## src/rtl/core_pipe_ctrl_pkg.sv

```systemverilog
// -----------------------------------------------------------------------------
// core_pipe_ctrl_pkg
// Shared constants and types for the xRV32I pipeline sequencing controller.
//   - pipe_state_e : controller FSM encoding (2-bit).
//   - Hold/Flush enable constants for the pipeline register controls.
//   - Register-file and word constants shared with the rest of the core.
// -----------------------------------------------------------------------------
package core_pipe_ctrl_pkg;

   localparam int unsigned INST_REGBus = 32;
   localparam int unsigned RegAddrW    = 5;

   localparam logic [RegAddrW-1:0]    ZeroReg  = 5'd0;
   localparam logic [INST_REGBus-1:0] ZeroWord = 32'h0000_0000;

   localparam logic HoldEnable   = 1'b1;
   localparam logic HoldDisable  = 1'b0;
   localparam logic FlushEnable  = 1'b1;
   localparam logic FlushDisable = 1'b0;

   typedef enum logic [1:0] {
      PIPE_STATE_RUN    = 2'd0,
      PIPE_STATE_FLUSH  = 2'd1,
      PIPE_STATE_DRAIN  = 2'd2,
      PIPE_STATE_HALTED = 2'd3
   } pipe_state_e;

endpackage : core_pipe_ctrl_pkg

```

## src/rtl/core_hazard_detect.sv

```systemverilog
// -----------------------------------------------------------------------------
// core_hazard_detect
// Combinational load-use compare between the instruction in ID and a load in EX.
// Ports:
//   id_rs1_in/id_rs2_in           : ID source register indices
//   id_rs1_used_in/id_rs2_used_in : ID instruction really reads that source
//   ex_is_load_in, ex_rd_in       : EX instruction is a load, and its rd
//   hazard_out                    : 1 when ID needs a value the load has not produced
// -----------------------------------------------------------------------------
module core_hazard_detect
   import core_pipe_ctrl_pkg::*;
(
   input  logic [RegAddrW-1:0] id_rs1_in,
   input  logic [RegAddrW-1:0] id_rs2_in,
   input  logic                id_rs1_used_in,
   input  logic                id_rs2_used_in,
   input  logic                ex_is_load_in,
   input  logic [RegAddrW-1:0] ex_rd_in,
   output logic                hazard_out
);

   logic rs1_match_s;
   logic rs2_match_s;

   // x0 is hard-wired zero, so a load targeting it never creates a dependency.
   assign rs1_match_s = id_rs1_used_in && (id_rs1_in == ex_rd_in);
   assign rs2_match_s = id_rs2_used_in && (id_rs2_in == ex_rd_in);
   assign hazard_out  = ex_is_load_in && (ex_rd_in != ZeroReg) && (rs1_match_s || rs2_match_s);

endmodule : core_hazard_detect

```

## src/rtl/core_pipe_ctrl.sv

```systemverilog
// -----------------------------------------------------------------------------
// core_pipe_ctrl
// Pipeline sequencing controller for the xRV32I IF/ID/EX chain. Produces hold,
// flush and redirect controls for load-use stalls, taken jumps, data-memory
// freezes and external halt (drain then halt).
// Parameters:
//   FLUSH_CYCLES (1..7) : cycles the flush outputs stay high after a redirect
//   DRAIN_CYCLES (1..7) : bubble-insertion cycles before HALTED
// Ports:
//   clk, rst (async, active-low)
//   id_* / ex_* inputs  : hazard operands, jump request and target
//   mem_busy_in         : freeze the whole pipe
//   halt_req_in         : level halt request
//   *_hold_out, *_flush_out, jump_out, jump_addr_out : combinational controls
//   halt_ack_out        : registered, high while HALTED
//   stall_cnt_out, flush_cnt_out : perf counters, only with
//                                  CORE_PIPE_CTRL_PERF_CNT_EN defined
// -----------------------------------------------------------------------------
module core_pipe_ctrl
   import core_pipe_ctrl_pkg::*;
#(
   parameter int unsigned FLUSH_CYCLES = 1,
   parameter int unsigned DRAIN_CYCLES = 2
)
(
   input  logic                   clk,
   input  logic                   rst,
   input  logic [RegAddrW-1:0]    id_rs1_in,
   input  logic [RegAddrW-1:0]    id_rs2_in,
   input  logic                   id_rs1_used_in,
   input  logic                   id_rs2_used_in,
   input  logic                   ex_is_load_in,
   input  logic [RegAddrW-1:0]    ex_rd_in,
   input  logic                   ex_jump_req_in,
   input  logic [INST_REGBus-1:0] ex_jump_addr_in,
   input  logic                   mem_busy_in,
   input  logic                   halt_req_in,
   output logic                   pc_hold_out,
   output logic                   if_id_hold_out,
   output logic                   if_id_flush_out,
   output logic                   id_ex_hold_out,
   output logic                   id_ex_flush_out,
   output logic                   jump_out,
   output logic [INST_REGBus-1:0] jump_addr_out,
`ifdef CORE_PIPE_CTRL_PERF_CNT_EN
   output logic [31:0]            stall_cnt_out,
   output logic [31:0]            flush_cnt_out,
`endif
   output logic                   halt_ack_out
);

   localparam logic [2:0] FlushReload = 3'(FLUSH_CYCLES - 32'd1);
   localparam logic [2:0] DrainReload = 3'(DRAIN_CYCLES - 32'd1);
   localparam bit         MultiFlush  = (FLUSH_CYCLES > 32'd1);

   pipe_state_e state_q, state_d;
   logic [2:0]  cnt_q, cnt_d;
   logic        halt_ack_q, halt_ack_d;
   logic        hazard_s;
   logic        pc_hold_s, if_id_hold_s, if_id_flush_s;
   logic        id_ex_hold_s, id_ex_flush_s, jump_s;

   core_hazard_detect u_hazard (
      .id_rs1_in      (id_rs1_in),
      .id_rs2_in      (id_rs2_in),
      .id_rs1_used_in (id_rs1_used_in),
      .id_rs2_used_in (id_rs2_used_in),
      .ex_is_load_in  (ex_is_load_in),
      .ex_rd_in       (ex_rd_in),
      .hazard_out     (hazard_s)
   );

   // Next-state and control decode; priority mem_busy > jump > load-use > halt.
   always_comb begin
      state_d       = state_q;
      cnt_d         = cnt_q;
      pc_hold_s     = HoldDisable;
      if_id_hold_s  = HoldDisable;
      id_ex_hold_s  = HoldDisable;
      if_id_flush_s = FlushDisable;
      id_ex_flush_s = FlushDisable;
      jump_s        = 1'b0;
      if (mem_busy_in) begin
         // EX is frozen and will re-present any jump, so nothing else may act.
         pc_hold_s    = HoldEnable;
         if_id_hold_s = HoldEnable;
         id_ex_hold_s = HoldEnable;
      end else if (ex_jump_req_in) begin
         jump_s        = 1'b1;
         if_id_flush_s = FlushEnable;
         id_ex_flush_s = FlushEnable;
         case (state_q)
            PIPE_STATE_DRAIN, PIPE_STATE_HALTED: begin
               // A redirect while draining restarts the drain; without a
               // pending halt request the core simply resumes.
               if (halt_req_in) begin
                  state_d = state_q;
                  cnt_d   = DrainReload;
               end else begin
                  state_d = PIPE_STATE_RUN;
                  cnt_d   = 3'd0;
               end
            end
            default: begin
               if (MultiFlush) begin
                  state_d = PIPE_STATE_FLUSH;
                  cnt_d   = FlushReload;
               end else begin
                  state_d = PIPE_STATE_RUN;
                  cnt_d   = 3'd0;
               end
            end
         endcase
      end else begin
         case (state_q)
            PIPE_STATE_RUN: begin
               if (hazard_s) begin
                  pc_hold_s     = HoldEnable;
                  if_id_hold_s  = HoldEnable;
                  id_ex_flush_s = FlushEnable;
               end else if (halt_req_in) begin
                  state_d = PIPE_STATE_DRAIN;
                  cnt_d   = DrainReload;
               end else begin
                  state_d = PIPE_STATE_RUN;
               end
            end
            PIPE_STATE_FLUSH: begin
               if_id_flush_s = FlushEnable;
               id_ex_flush_s = FlushEnable;
               if (hazard_s) begin
                  pc_hold_s    = HoldEnable;
                  if_id_hold_s = HoldEnable;
               end else begin
                  pc_hold_s = HoldDisable;
               end
               if (cnt_q <= 3'd1) begin
                  state_d = PIPE_STATE_RUN;
                  cnt_d   = 3'd0;
               end else begin
                  cnt_d = cnt_q - 3'd1;
               end
            end
            PIPE_STATE_DRAIN: begin
               pc_hold_s     = HoldEnable;
               if_id_flush_s = FlushEnable;
               if (!halt_req_in) begin
                  state_d = PIPE_STATE_RUN;
                  cnt_d   = 3'd0;
               end else if (cnt_q == 3'd0) begin
                  state_d = PIPE_STATE_HALTED;
               end else begin
                  cnt_d = cnt_q - 3'd1;
               end
            end
            PIPE_STATE_HALTED: begin
               pc_hold_s     = HoldEnable;
               if_id_flush_s = FlushEnable;
               id_ex_flush_s = FlushEnable;
               if (!halt_req_in) begin
                  state_d = PIPE_STATE_RUN;
               end else begin
                  state_d = PIPE_STATE_HALTED;
               end
            end
            default: begin
               state_d = PIPE_STATE_RUN;
               cnt_d   = 3'd0;
            end
         endcase
      end
      halt_ack_d = (state_d == PIPE_STATE_HALTED);
   end

   // FSM state, counter and registered halt acknowledge.
   always_ff @(posedge clk or negedge rst) begin
      if (!rst) begin
         state_q    <= PIPE_STATE_RUN;
         cnt_q      <= 3'd0;
         halt_ack_q <= 1'b0;
      end else begin
         state_q    <= state_d;
         cnt_q      <= cnt_d;
         halt_ack_q <= halt_ack_d;
      end
   end

   // Controls are forced low while reset is asserted.
   assign pc_hold_out     = rst & pc_hold_s;
   assign if_id_hold_out  = rst & if_id_hold_s;
   assign if_id_flush_out = rst & if_id_flush_s;
   assign id_ex_hold_out  = rst & id_ex_hold_s;
   assign id_ex_flush_out = rst & id_ex_flush_s;
   assign jump_out        = rst & jump_s;
   assign jump_addr_out   = rst ? ex_jump_addr_in : ZeroWord;
   assign halt_ack_out    = halt_ack_q;

`ifdef CORE_PIPE_CTRL_PERF_CNT_EN
   logic [31:0] stall_cnt_q, stall_cnt_d;
   logic [31:0] flush_cnt_q, flush_cnt_d;

   // Counters freeze with the pipe; halted cycles are not stalls.
   always_comb begin
      if (!mem_busy_in && pc_hold_s && (state_q != PIPE_STATE_HALTED)) begin
         stall_cnt_d = stall_cnt_q + 32'd1;
      end else begin
         stall_cnt_d = stall_cnt_q;
      end
      if (id_ex_flush_s) begin
         flush_cnt_d = flush_cnt_q + 32'd1;
      end else begin
         flush_cnt_d = flush_cnt_q;
      end
   end

   // Performance counter registers, wrap naturally at 2^32.
   always_ff @(posedge clk or negedge rst) begin
      if (!rst) begin
         stall_cnt_q <= 32'd0;
         flush_cnt_q <= 32'd0;
      end else begin
         stall_cnt_q <= stall_cnt_d;
         flush_cnt_q <= flush_cnt_d;
      end
   end

   assign stall_cnt_out = stall_cnt_q;
   assign flush_cnt_out = flush_cnt_q;
`endif

endmodule : core_pipe_ctrl

```

## config.mk

```make
export PLATFORM = sky130hd
export DESIGN_NAME = core_pipe_ctrl
export DESIGN_NICKNAME = d
export VERILOG_FILES = /design/src/rtl/core_pipe_ctrl_pkg.sv /design/src/rtl/core_hazard_detect.sv /design/src/rtl/core_pipe_ctrl.sv
export SDC_FILE = /design/constraint.sdc
export NUM_CORES = 1
export LEC_CHECK = 0
export ABC_CLOCK_PERIOD_IN_PS = 2450
export BUFFER_PORTS_ARGS = -buffer_cell sky130_fd_sc_hd__buf_2
export CAP_MARGIN = 20
export CORE_MARGIN = 4
export CORE_UTILIZATION = 36
export DETAILED_ROUTE_END_ITERATION = 6
export GPL_TIMING_DRIVEN = 1
export HOLD_SLACK_MARGIN = 0.08
export PLACE_DENSITY = 0.8
export SLEW_MARGIN = 20
export SYNTH_ARGS = -nofsm -noshare
export SYNTH_HDL_FRONTEND = slang
export SYNTH_HIERARCHICAL = 1
export SYNTH_SLANG_ARGS = --single-unit
```

## constraint.sdc

```tcl
create_clock -name clk -period 2.45 [get_ports clk]
set_input_delay 0.1225 -clock clk [delete_from_list [all_inputs] [get_ports clk]]
set_output_delay 0.1225 -clock clk [all_outputs]
set_load 0.02 [all_outputs]
```

==> results of run 1 <==
-- area by class of cell --
class / instances / area, um^2 / share of cell area, %
multi-input cells: 109 / 788 / 52.9
well taps: 30 / 37.5 / 2.52
inverters: 4 / 15.0 / 1.01
repair buffers: 94 / 475 / 31.9
clock buffers: 3 / 22.5 / 1.51
flip-flops and latches: 6 / 150 / 10.1
-- power breakdown --
part	internal (uW)	switching [uW]	total [uW]	leakage, uW
clock network	55.4	35.0	90.3	0.0000138
registers	107	11.3	118	0.0000801
logic	126	156	282	0.000708
total	288	202	491	0.000802
-- metal layers --
layer	routed length [um]	vias to the layer above	global-route usage, %	share of wire (%)
li1	-	610	-	-
met1	1140	503	18.1	37
met2	1700	52	29.3	55
met3	260	0	1.51	8.4
met4	0	0	3.80	0
met5	0	-	0	0
-- worst max-delay path, delay by kind of cell --
kind	cells	cell delay, ns
buffers and inverters	2	0.31
AND/OR/NAND/NOR	5	0.68
AO/OA/AOI/OAI	2	0.53
XOR/XNOR	1	0.17
-- synth_stat cells (3+ instances only) --
cell / n / area, um^2
a21oi_1: 3 / 15.0
and2_1: 34 / 213
clkbuf_1: 5 / 18.8
dfrtp_1: 6 / 150
ha_1: 8 / 100
inv_1: 4 / 15.0
nand2_1: 3 / 11.3
nand2b_1: 3 / 18.8
nand3_1: 4 / 20.0
nor2_1: 7 / 26.3
nor2b_1: 4 / 25.0
nor3b_1: 4 / 30.0
o21a_1: 3 / 22.5
o21ai_1: 3 / 15.0
xor2_1: 8 / 70.1
-- final timing paths --
path,from,endpoint,slack [ns],depth (start not counted)
max,ex_rd_in[0],id_ex_flush_out,0.50,10
min,mem_busy_in,cnt_q[2],0.30,3
max reg2reg,state_q[0],halt_ack_out,0.53,7
min reg2reg,cnt_q[1],cnt_q[1],0.54,1
max in group asynchronous,rst,cnt_q[0],1.69,2
min in group asynchronous,rst,halt_ack_out,0.41,2
-- sequential cells by signal (all words and copies together) (netlist names) --
| name | count |
|---|---|
| cnt_q | 3 |
| halt_ack_out | 1 |
| state_q | 2 |
-- what timing repair did --
| action | CTS | global route |
|---|---|---|
| hold endpoints to repair | 6 | 0 |
| setup endpoints to repair | 0 | 0 |
| hold buffers | 1 | 0 |
| gates resized for setup | 0 | 0 |
-- cell families (layout without fill, tap and decap cells) --
group / count (synthesis) / in the layout
buf+inv: 10 / 101
compound gates: 22 / 22
fa+ha+maj: 8 / 8
mux: 1 / 1
simple gates: 68 / 68
flops: 6 / 6
xor+xnor: 10 / 10
-- through the flow --
stage	setup WS, ns	utilization, %	total power, uW	std cells	area, um^2
global placement	0.372	57.7	398	242	1460
global route	0.236	59.0	530	246	1490
CTS	0.507	59.0	497	246	1490
detailed placement	0.289	57.7	401	242	1460
floorplan	0.595	-	296	125	976
finish	0.499	59.0	491	246	1490
==> results.sh, run 1 <==
export IMPL_power_leakage_uw=0.000802
export IMPL_holdWs_ns=0.302
export IMPL_grt_max_degree=45
export IMPL_cts_root_buf="clkbuf_4"
export IMPL_cp_required_ns=2.33
export IMPL_num_io_pins=94
export IMPL_yosys_warnings=6
export IMPL_drc=0
export IMPL_yosys_area_share_simple_pct=42.9
export IMPL_finalHoldViolations=0
export IMPL_synth_adder_area_share_pct=10.3
export IMPL_rows=18
export IMPL_cts_tree="yes"
export IMPL_finalSetupViolCount=0
export IMPL_hpwl_um=2690
export IMPL_ys_types=36
export IMPL_synth_net_count=188
export IMPL_synth_compound_area_share_pct=17.4
export IMPL_cpPeakStageDelay_ns=0.39
export IMPL_outcome="completed"
export IMPL_synth_avg_cell_area_um2=7.81
export IMPL_area_delta_synth_final_pct=52.6
export IMPL_core_area_mm2=0.00252
export IMPL_antenna_found_initial=0
export IMPL_async_reset_ff_share_pct=100
export IMPL_clockBufferDepth=2
export IMPL_cp_slowest_cell="a21oi_1"
export IMPL_cp_cell_sequence="buf_2 -> xor2_1 -> nor4_2 -> nand3_1 -> a21oi_1 -> a211oi_1 -> nor2_1 -> nor2_1 -> nor3b_1 -> buf_2"
export IMPL_crit_arrival_ns=1.83
export IMPL_start_util_pct=38.7
export IMPL_totalWireLength_um=3100
export IMPL_grt_overflow=0
export IMPL_holdCritPathClass="primary input to register"
export IMPL_cts_htree_levels=1
export IMPL_vias=1165
export IMPL_viasPerCell=4.74
export IMPL_drv_cap=0
export IMPL_maxSlewHeadroom_pct=64.7
export IMPL_grtUsageTotal_pct=15.4
export IMPL_drive_gt1_share_pct=47.2
export IMPL_final_cell_mix="buf_2, and2_1, ha_1, xor2_1, nor2_1"
export IMPL_clock_latency_ns=0.24
export IMPL_startpoint_type="primary input"
export IMPL_ir_drop_uv=241
export IMPL_drv_slew=0
export IMPL_tightest_slew_ns=0.530
export IMPL_seq_area_frac_synth_pct=15.4
export IMPL_grt_pass1_wl_um=4350
export IMPL_syn_area_um2=976
export IMPL_syn_inst=125
export IMPL_gp_congestion=0.817
export IMPL_synth_xor_area_share_pct=8.97
export IMPL_clk_pin_slew_ns=0.04
export IMPL_power_density_mw_per_mm2=330
export IMPL_ys_seq_elements=6
export IMPL_postRouteAntennaNets=0
export IMPL_num_antenna_cells=0
export IMPL_drt_iter0_drc=28
export IMPL_die_w_um=60.1
export IMPL_synth_area_mux_share_pct=1.15
export IMPL_synth_edf_count=0
export IMPL_final_nets=281
export IMPL_die_h_um=60.1
export IMPL_cts_setup_buffers=0
export IMPL_cts_buffers=3
export IMPL_crit_path_max_fanout=6
export IMPL_crit_path_end_kind="output port"
export IMPL_io_buffer_count=93
export IMPL_setup_tns_ns=0
export IMPL_wire_per_inst_um=12.6
export IMPL_clock_skew_ns=0.00239
export IMPL_worst_setup_path_type="primary input to output port"
export IMPL_cts_sinks=6
export IMPL_filler_cell_count=264
export IMPL_period_share_pct=79.6
export IMPL_grt_pass1_vias=1030
export IMPL_synthFlopType="dfrtp_1"
export IMPL_layout_min_cycle_time_ns=1.95
export IMPL_rsz0062_at_grt="false"
export IMPL_dr_pass1_iters=4
export IMPL_layout_commonest_cell="buf_2"
export IMPL_die_area_mm2=0.00361
export IMPL_synth_top_family_by_area="simple AND/OR/NAND/NOR gates"
export IMPL_fmax_mhz=513
(Power assumes the default switching activity.)
==> run 2, diff against run 1 <==
--- a/config.mk
+++ b/config.mk
@@ -5,15 +5,16 @@
 export SDC_FILE = /design/constraint.sdc
 export NUM_CORES = 1
 export LEC_CHECK = 0
-export ABC_CLOCK_PERIOD_IN_PS = 2450
+export ABC_AREA = 1
+export ABC_CLOCK_PERIOD_IN_PS = 1800
 export BUFFER_PORTS_ARGS = -buffer_cell sky130_fd_sc_hd__buf_2
 export CAP_MARGIN = 20
 export CORE_MARGIN = 4
-export CORE_UTILIZATION = 36
+export CORE_UTILIZATION = 39
 export DETAILED_ROUTE_END_ITERATION = 6
 export GPL_TIMING_DRIVEN = 1
 export HOLD_SLACK_MARGIN = 0.08
-export PLACE_DENSITY = 0.8
+export PLACE_DENSITY = 0.81
 export SLEW_MARGIN = 20
 export SYNTH_ARGS = -nofsm -noshare
 export SYNTH_HDL_FRONTEND = slang
==> constraint.sdc (replaced) <==
create_clock -name clk -period 1.8 [get_ports clk]
set_input_delay 0.09 -clock clk [delete_from_list [all_inputs] [get_ports clk]]
set_output_delay 0.09 -clock clk [all_outputs]
set_load 0.02 [all_outputs]
==> run 2 against run 1 <==
- clock skew grew 0.0012 ns
- sequential power up 39%
- register-to-register slack got worse by 0.28 ns
- cell count grew 41%
- critical endpoint is now if_id_hold_out
- total power up 43%
==> results.sh, run 2 <==
export IMPL_period_share_pct=91.5
export IMPL_die_h_um=62.1
export IMPL_clock_skew_ns=0.00358
export IMPL_cts_htree_levels=1
export IMPL_core_area_mm2=0.00278
export IMPL_yosys_area_top_type="nand2_1"
export IMPL_synth_net_count=283
export IMPL_ir_drop_uv=496
export IMPL_antenna_found_initial=0
export IMPL_finalSetupViolCount=0
export IMPL_grt_overflow=0
export IMPL_area_delta_synth_final_pct=47.3
export IMPL_grt_max_degree=41
export IMPL_fin_total_pwr_uw=703
export IMPL_drv_slew=0
export IMPL_power_density_mw_per_mm2=419
export IMPL_fin_util_pct=60.4
export IMPL_cts_buffers=3
export IMPL_synthMostInstantiatedCell="nand2_1"
export IMPL_net_switching_power_uw=311
export IMPL_final_nets=380
export IMPL_grt_pass1_vias=1373
export IMPL_comb_power_share_pct=60.5
export IMPL_drt_iter0_drc=71
export IMPL_clk_pin_slew_ns=0.04
export IMPL_async_reset_ff_share_pct=100
export IMPL_gp_congestion=0.923
export IMPL_ys_seq_elements=6
export IMPL_syn_area_mm2=0.00114
export IMPL_pwr_share_clk_pct=16.2
export IMPL_synth_avg_cell_area_um2=5.18
export IMPL_p_int_uw=392
export IMPL_start_util_pct=41.0
export IMPL_rsz0062_at_grt="false"
export IMPL_cts_sinks=6
export IMPL_grtUsageTotal_pct=17.4
export IMPL_top_register="cnt_q"
export IMPL_viasPerCell=4.40
export IMPL_ys_types=22
export IMPL_startpoint_type="register"
export IMPL_crit_path_max_fanout=5
export IMPL_largest_reg_flops=3
export IMPL_grt_pass1_wl_um=5230
export IMPL_filler_cell_count=275
export IMPL_drv_cap=0
export IMPL_synthFlopType="dfrtp_1"
export IMPL_outcome="completed"
export IMPL_synth_top_area_share_pct=27.7
export IMPL_crit_arrival_ns=1.56
export IMPL_setup_tns_ns=0
export IMPL_crit_path_end_kind="output port"
export IMPL_holdCritPathClass="primary input to register"
export IMPL_seq_area_frac_synth_pct=13.2
export IMPL_cp_required_ns=1.71
export IMPL_maxSlewHeadroom_pct=75.2
export IMPL_drc=0
export IMPL_seqPwrFrac_pct=23.3
export IMPL_yosys_top_cells_count="nand2_1, inv_1, nor2_1, ha_1, nand3_1"
export IMPL_cts_root_buf="clkbuf_4"
export IMPL_swShare_pct=44.2
export IMPL_power_leakage_uw=0.00132
export IMPL_pre_cts_ws_ns=0.166
export IMPL_syn_inst=220
export IMPL_worst_setup_path_type="register to output port"
export IMPL_cts_tree="yes"
export IMPL_die_area_mm2=0.00385
export IMPL_io_buffer_count=93
export IMPL_dr_pass1_iters=4
export IMPL_layout_min_cycle_time_ns=1.65
export IMPL_vias=1524
export IMPL_clockBufferDepth=2
export IMPL_drive_gt1_share_pct=37.8
export IMPL_final_cell_mix="buf_2, nand2_1, inv_1"
export IMPL_synth_edf_count=0
export IMPL_worst_slack_ns=0.152
export IMPL_die_w_um=62.1
export IMPL_hpwl_um=2900
export IMPL_tightest_slew_ns=0.372
export IMPL_yosys_warnings=6
export IMPL_finalHoldViolations=0
export IMPL_totalWireLength_um=3260
export IMPL_num_io_pins=94
export IMPL_postRouteAntennaNets=0
export IMPL_synthTopCellsByArea="nand2_1, inv_1, dfrtp_1, ha_1, nor2_1"
export IMPL_clock_latency_ns=0.23
export IMPL_num_antenna_cells=0
export IMPL_wire_per_inst_um=9.42
export IMPL_rows=19
export IMPL_layout_commonest_cell="buf_2"
export IMPL_fmax_mhz=607
## run 2: cell count changes in the layout (fill, tap and decap cells not counted), moves of 4 or more
cell | previous run | this run
nand2_1 | 3 | 84
inv_1 | 4 | 59
and2_1 | 34 | 0
nor2_1 | 7 | 15
xor2_1 | 8 | 0
nand2_2 | 0 | 7
inv_2 | 0 | 6
nand3_1 | 4 | 8
nor2b_1 | 4 | 0
nor3b_1 | 4 | 0
## run 2: area by class of cell
type	count	area, um^2	area share [%]
repair buffers	96	490	29.2
clock buffers	3	22.5	1.34
inverters	66	262	15.6
multi-input cells	144	716	42.6
flip-flops and latches	6	150	8.94
well taps	31	38.8	2.31
## run 2: worst paths after layout
path | start | endpoint | slack [ns] | cells after the start
max reg2reg | state_q[1] | cnt_q[0] | 0.25 | 8
min in group asynchronous | rst | cnt_q[2] | 0.44 | 3
min reg2reg | cnt_q[2] | cnt_q[2] | 0.61 | 4
max | state_q[1] | if_id_hold_out | 0.15 | 5
min | mem_busy_in | cnt_q[0] | 0.22 | 4
max in group asynchronous | rst | state_q[0] | 1.09 | 3
## run 2: critical path, stage by stage, from the launching register on
cell     delay [ns]
dfrtp_1        0.42
inv_1          0.14
ha_1           0.24
nor2_1         0.08
o41ai_1        0.23
buf_2          0.22
## run 2: what timing repair did
item                                   CTS  global route
hold buffers                             1             0
setup endpoints to repair                0             1
resized for setup                        0             1
buffers inserted                         0             0
endpoints found under the hold margin    6             0
## run 2: cell families (layout without fill, tap and decap cells)
kind of cell	after synthesis	in the layout	share of synthesized area, %
buffers and inverters	70	165	24.4
adder cells (fa/ha/maj)	8	8	8.78
AND/OR/NAND/NOR	120	120	44.1
AO/OA/AOI/OAI	16	16	9.55
flip-flops	6	6	13.2
## run 2: power groups by stage
stage	Sequential [uW]	Clock, uW	Combinational (uW)
2_1_floorplan	163	0	278
3_3_place_gp	166	0	421
3_5_place_dp	166	0	425
4_1_cts	164	120	428
5_1_grt	166	129	484
6_report	164	114	425
## run 2: layer usage
| metal | global-route usage [%] | vias up | share of wire [%] |
|---|---|---|---|
| li1 | - | 824 | - |
| met1 | 20.4 | 639 | 40 |
| met2 | 33.6 | 61 | 52 |
| met3 | 3.72 | 0 | 7.5 |
| met4 | 0.909 | 0 | 0 |
| met5 | 0 | - | 0 |
## run 2: per-stage QoR
| step | hold WS (ns) | cells | cell area, um^2 |
|---|---|---|---|
| floorplan | -0.206 | 220 | 1140 |
| global placement | 0.148 | 342 | 1640 |
| detailed placement | 0.149 | 342 | 1640 |
| CTS | 0.212 | 346 | 1680 |
| global route | 0.233 | 346 | 1680 |
| finish | 0.217 | 346 | 1680 |
